### src/rtl/controller_bist.sv
// ---------------------------------------------------------------------------
// controller_bist
//
// Built-in self-test driver for the big_controller main decoder. A start
// request walks the decoder's opcode input through an 11-entry vector table.
// After a programmable settle delay each decoder response is compared with a
// golden control word. The block accumulates the number of failing vectors,
// the index of the first failing vector and an OR of all bit differences.
//
// Parameters
//   SETTLE            cycles from an opcode change to its sample point (1..15)
//
// Ports
//   clk_i             system clock, rising edge
//   rst_ni            asynchronous active-low reset
//   start_i           begin a run (honoured only in IDLE or DONE)
//   ctrl_word_i[14:0] decoder outputs {r_type, alu_src, mem_to_reg, reg_write,
//                     reg_write2, mem_read, mem_write, j, jal, beq, bne, ori,
//                     lui, alu_op[1:0]}
//   opcode_o[5:0]     opcode driven to the decoder
//   busy_o            run in progress (WAIT or CHECK)
//   done_o            run complete, results held
//   pass_o            run complete with no failing vector
//   fail_count_o[3:0] number of failing vectors
//   first_fail_idx_o  index of the first failing vector, 4'hF if none
//   fail_bits_o[14:0] OR-accumulation of (ctrl_word_i ^ golden)
// ---------------------------------------------------------------------------
module controller_bist #(
  parameter int unsigned SETTLE = 1
) (
  input  logic        clk_i,
  input  logic        rst_ni,
  input  logic        start_i,
  input  logic [14:0] ctrl_word_i,
  output logic [5:0]  opcode_o,
  output logic        busy_o,
  output logic        done_o,
  output logic        pass_o,
  output logic [3:0]  fail_count_o,
  output logic [3:0]  first_fail_idx_o,
  output logic [14:0] fail_bits_o
);

  typedef enum logic [1:0] {
    StIdle,
    StWait,
    StCheck,
    StDone
  } state_e;

  localparam logic [3:0] LastIdx   = 4'd10;
  localparam logic [3:0] NoFail    = 4'hF;
  localparam logic [3:0] SettleCnt = 4'(SETTLE);

  // Opcode stimulus table, indexed by vector number.
  function automatic logic [5:0] vecOpcode(input logic [3:0] idx);
    logic [5:0] op;
    case (idx)
      4'd0:    op = 6'b000000;  // R-type
      4'd1:    op = 6'b100011;  // lw
      4'd2:    op = 6'b101011;  // sw
      4'd3:    op = 6'b000100;  // beq
      4'd4:    op = 6'b000101;  // bne
      4'd5:    op = 6'b000010;  // j
      4'd6:    op = 6'b000011;  // jal
      4'd7:    op = 6'b001101;  // ori
      4'd8:    op = 6'b001111;  // lui
      4'd9:    op = 6'b001000;  // addi
      default: op = 6'b111111;  // unsupported
    endcase
    return op;
  endfunction

  // Golden control words. Bit map: 14 r_type, 13 alu_src, 12 mem_to_reg,
  // 11 reg_write, 10 reg_write2, 9 mem_read, 8 mem_write, 7 j, 6 jal,
  // 5 beq, 4 bne, 3 ori, 2 lui, 1:0 alu_op.
  function automatic logic [14:0] vecGolden(input logic [3:0] idx);
    logic [14:0] gold;
    case (idx)
      4'd0:    gold = 15'h4C03;  // r_type, reg_write, reg_write2, alu_op=11
      4'd1:    gold = 15'h3A00;  // alu_src, mem_to_reg, reg_write, mem_read
      4'd2:    gold = 15'h2100;  // alu_src, mem_write
      4'd3:    gold = 15'h0021;  // beq, alu_op=01
      4'd4:    gold = 15'h0011;  // bne, alu_op=01
      4'd5:    gold = 15'h0080;  // j
      4'd6:    gold = 15'h0840;  // jal, reg_write
      4'd7:    gold = 15'h280A;  // alu_src, reg_write, ori, alu_op=10
      4'd8:    gold = 15'h2804;  // alu_src, reg_write, lui
      4'd9:    gold = 15'h2800;  // alu_src, reg_write
      default: gold = 15'h0000;  // unsupported opcode decodes to nothing
    endcase
    return gold;
  endfunction

  state_e      state_q, state_d;
  logic [3:0]  idx_q, idx_d;
  logic [3:0]  cnt_q, cnt_d;
  logic [5:0]  opcode_q, opcode_d;
  logic [3:0]  failCount_q, failCount_d;
  logic [3:0]  firstFail_q, firstFail_d;
  logic [14:0] failBits_q, failBits_d;

  logic [14:0] diff;

  assign diff = ctrl_word_i ^ vecGolden(idx_q);

  // State and result registers.
  always_ff @(posedge clk_i or negedge rst_ni) begin
    if (!rst_ni) begin
      state_q     <= StIdle;
      idx_q       <= 4'd0;
      cnt_q       <= 4'd0;
      opcode_q    <= 6'b000000;
      failCount_q <= 4'd0;
      firstFail_q <= NoFail;
      failBits_q  <= 15'h0000;
    end else begin
      state_q     <= state_d;
      idx_q       <= idx_d;
      cnt_q       <= cnt_d;
      opcode_q    <= opcode_d;
      failCount_q <= failCount_d;
      firstFail_q <= firstFail_d;
      failBits_q  <= failBits_d;
    end
  end

  // Next-state logic. Each vector spends SETTLE cycles in WAIT and one in
  // CHECK, so the sample lands SETTLE+1 edges after the opcode change.
  always_comb begin
    state_d     = state_q;
    idx_d       = idx_q;
    cnt_d       = cnt_q;
    opcode_d    = opcode_q;
    failCount_d = failCount_q;
    firstFail_d = firstFail_q;
    failBits_d  = failBits_q;

    case (state_q)
      StIdle, StDone: begin
        if (start_i) begin
          failCount_d = 4'd0;
          failBits_d  = 15'h0000;
          firstFail_d = NoFail;
          idx_d       = 4'd0;
          opcode_d    = vecOpcode(4'd0);
          cnt_d       = SettleCnt;
          state_d     = StWait;
        end
      end

      StWait: begin
        // Treat 0 like 1 so a mis-set counter can never stall the run.
        if (cnt_q <= 4'd1) begin
          state_d = StCheck;
        end else begin
          cnt_d = cnt_q - 4'd1;
        end
      end

      StCheck: begin
        if (diff != 15'h0000) begin
          failCount_d = failCount_q + 4'd1;
          failBits_d  = failBits_q | diff;
          if (firstFail_q == NoFail) begin
            firstFail_d = idx_q;
          end
        end
        if (idx_q == LastIdx) begin
          state_d = StDone;
        end else begin
          idx_d    = idx_q + 4'd1;
          opcode_d = vecOpcode(idx_q + 4'd1);
          cnt_d    = SettleCnt;
          state_d  = StWait;
        end
      end

      default: state_d = StIdle;
    endcase
  end

  assign opcode_o         = opcode_q;
  assign busy_o           = (state_q == StWait) || (state_q == StCheck);
  assign done_o           = (state_q == StDone);
  assign pass_o           = (state_q == StDone) && (failCount_q == 4'd0);
  assign fail_count_o     = failCount_q;
  assign first_fail_idx_o = firstFail_q;
  assign fail_bits_o      = failBits_q;

endmodule

### config.mk
export PLATFORM = sky130hd
export DESIGN_NAME = controller_bist
export DESIGN_NICKNAME = d
export VERILOG_FILES = /design/src/rtl/controller_bist.sv
export SDC_FILE = /design/constraint.sdc
export NUM_CORES = 1
export LEC_CHECK = 0
export ABC_AREA = 1
export CAP_MARGIN = 10
export CORE_MARGIN = 2
export CORE_UTILIZATION = 53
export CTS_CLUSTER_DIAMETER = 30
export DETAILED_ROUTE_END_ITERATION = 10
export PLACE_DENSITY_LB_ADDON = 0.15
export SYNTH_ARGS = -nofsm -noshare
export SYNTH_HDL_FRONTEND = slang
export SYNTH_SLANG_ARGS = --single-unit
### constraint.sdc
create_clock -name clk_i -period 2.4 [get_ports clk_i]
set_input_delay 0.72 -clock clk_i [delete_from_list [all_inputs] [get_ports clk_i]]
set_output_delay 0.72 -clock clk_i [all_outputs]
set_load 0.02 [all_outputs]
==> results.md <==
* Fin area at 3441 um^2
* Slew @ Worst Pin at approximately 0.6 ns
* CP max stage delay at ~0.6 ns
* Max_slew headroom at 59.08%
* Initial Util at 55.50%
* Clock H-tree levels at 2
* Antenna violations before repair at 0
* First-pass GRT wire length at 10.72 mm
* Worst skew pair latency at 0.30 ns
* Synth Area per Inst at roughly 7.4 um^2
* Max Fclk at ~0.45 GHz
* Reg clk slew, reported paths at 0.08 ns
* Tot GR Track Use at between 20% and 30%
* GP Congestion at 0.8400
* Die width at 74.80 um
* Top-area cell type share of the netlist area at 32.97%
* Power Dens Cells at approximately 1100 nW/um^2
* Synth Register Bits at 39
* Gr ovfl total at 0
* Cells on worst reg2reg path at 14
* Via count at 2593
* Leak at approximately 1.8 nW
* Setup crit end kind: output port
* Post-place setup slack at between 0.015 and 0.02 ns
* Number of non-filler instances in the completed layout at 490
* CP Launch Type: flip-flop
* Post-route minimum period at about 2.2 ns
* Worst reg2reg endpoint: fail_count_o[3]
* Sink Count at 39
* Status: completed
* Drt first pass iters at 4
* Max-cap violations at 0
* Hold_ws at 0.3617 ns
* Area grow syn2layout at 29.53%
* Vias in the first global route at 2502
* Top post-synthesis cells by area: dfrtp_1, nand2_1, ha_1
* Syn Std Cell Area at 2656 um^2
* Post-synth net total at 398
* Nets@finish at 459
* Routed wire length at 6.372 mm
* TritonCTS clock tree: yes
* Slew Limit Fails at 0
* Setup CP Type: reg -> out
* Maximum vdd drop at between 700 and 800 uV
* Post-Synthesis Cells at 361
* Final setup margin at between 0.15 and 0.2 ns
* Yosys top cell by area: dfrtp_1
* Yosys warnings at 0
* RSZ-0062 raised after global routing: false
* Core area at between 4000 and 5000 um^2
* Crit path DAT at roughly 1.5 ns
* Clock root buffer: clkbuf_8
* Worst path slowest cell: clkdlybuf4s50_1
* Clk_skew at 0.009042 ns
* IO Count at 50
* DR WL/cell at around 13 um
* Cell variety after synth at 34
* Final Util at 71.90%
* TritonCTS buffer count at 5
* Seq/Total Area, Yosys at 36.93%
* N_diodes at 0
* Fin. Hold Viols at 0
* Worst-path cell chain: ha_1 > clkdlybuf4s50_1
* Largest net degree at the start of global routing at 40
* Initial drt markers at approximately 150
* Hold Crit Class: in -> async
* Critical path fanouts, max at 5
* Max clock buf depth at 2
* DIE AREA at 5594 um^2
* Row count at 25
* Fin crit share at ~93%
* Tot Pwr at around 3.8 mW
* Post-Route Setup TNS at 0 ns
* Ratio of cells with drive above 1 in the final layout at 10.17%
* Dpl cells at 478
* DP HPWL at between 4 and 5 mm
* Post-Place Cell Area at ~3300 um^2
* IO Port Bufs at between 40 and 50
* Required @ worst endpoint at 1.68 ns
* Drt drc at 0
* Via/cell ratio at 5.292
* R2r startpoint: idx_q[1]
* Die H at 74.80 um
* Worst R2R Setup Slack at 0.24 ns
* DRT antenna net count at 0
* Final setup violation count at 0
## worst max-delay path: cells and delay by family, from the launching register on
kind / cells / cell delay [ns]
adder cells (fa/ha/maj): 1 / 0.19
buffers and inverters: 1 / 0.60
flip-flops: 1 / 0.42
## Yosys cell counts, drive strengths merged
cell / count
buf: 7
o31ai: 1
a32o: 2
nor3: 1
o21ai: 23
ha: 19
nor2: 26
o22ai: 4
nand4: 4
a21boi: 1
o21a: 1
a21oi: 7
inv: 52
dfstp: 4
xor2: 3
clkbuf: 4
dfrtp: 35
nand2: 118
xnor2: 1
o211ai: 1
a22o: 1
nand3b: 8
nand3: 38
## layout make-up
| type | instances | area, um^2 |
|---|---|---|
| well taps | 67 | 83.83 |
| inverters | 52 | 197.7 |
| flip-flops and latches | 39 | 982.2 |
| clock buffers | 5 | 68.82 |
| fillers | 382 | 1345 |
| repair buffers | 64 | 620.6 |
| multi-input cells | 260 | 1420 |
| clock inverters | 3 | 67.56 |
## sequential cells by signal, indices dropped and copies added, names as in the netlist
name and cells:
state_q 2, cnt_q 4, fail_count_o 4, idx_q 4, fail_bits_o 15, opcode_o 6, first_fail_idx_o 4
## report_power, final
group / total [mW] / internal, mW / switching [mW]
combinational: 2.11 / 0.825 / 1.28
clock: 0.662 / 0.415 / 0.248
sequential: 1.06 / 0.887 / 0.169
total: 3.83 / 2.13 / 1.70
## cells by family after synthesis
logic type	synth area share, %
AO/OA/AOI/OAI	8.809
flip-flops	36.93
adder cells (fa/ha/maj)	8.950
XOR/XNOR	1.319
AND/OR/NAND/NOR	33.40
buffers and inverters	10.60
## worst max-delay path by stage
stage / end / depth (start not counted) / start / slack, ns
CTS: fail_count_o[2] / 12 / idx_q[1] / 0.06
finish: done_o / 2 / state_q[0] / 0.17
global placement: fail_bits_o[11] / 11 / ctrl_word_i[3] / 0.06
floorplan: fail_bits_o[10] / 9 / state_q[0] / 0.41
detailed placement: fail_count_o[2] / 11 / ctrl_word_i[10] / 0.02
global route: fail_count_o[3] / 12 / idx_q[1] / 0.03
## per-layer routing
| layer | GRT usage, % | part of all wire [%] | vias to the layer above |
|---|---|---|---|
| met5 | 0 | 0 | - |
| met4 | 11.31 | 2.6 | 0 |
| met3 | 4.150 | 5.0 | 17 |
| met2 | 42.48 | 48 | 84 |
| met1 | 30.51 | 45 | 1221 |
| li1 | - | - | 1271 |
## cells in the final DEF (no fill, tap or decap), drive strengths merged
master and count:
dfrtp 35, o22ai 4, dlygate4sd2 2, clkdlybuf4s50 46, nand3 39, o21ai 23, inv 52, clkinvlp 1
xor2 3, a32o 2, nand4 4, bufinv 2, nand2 118, nor3 1, dfstp 4, xnor2 1
ha 19, nand3b 8, clkbuf 5, a21boi 1, o21a 1, a21oi 7, nor2 26, o211ai 1
o31ai 1, buf 16, a22o 1
## timing repair
item | 4_1_cts | 5_1_grt
resized for setup | 2 | 5
setup buffers | 0 | 3
endpoints found under the hold margin | 0 | 0
endpoints found under the setup margin | 2 | 23
pin swaps | 0 | 1
cloned | 0 | 1
hold buffers | 0 | 0
Power figures use the tool's default switching activity.
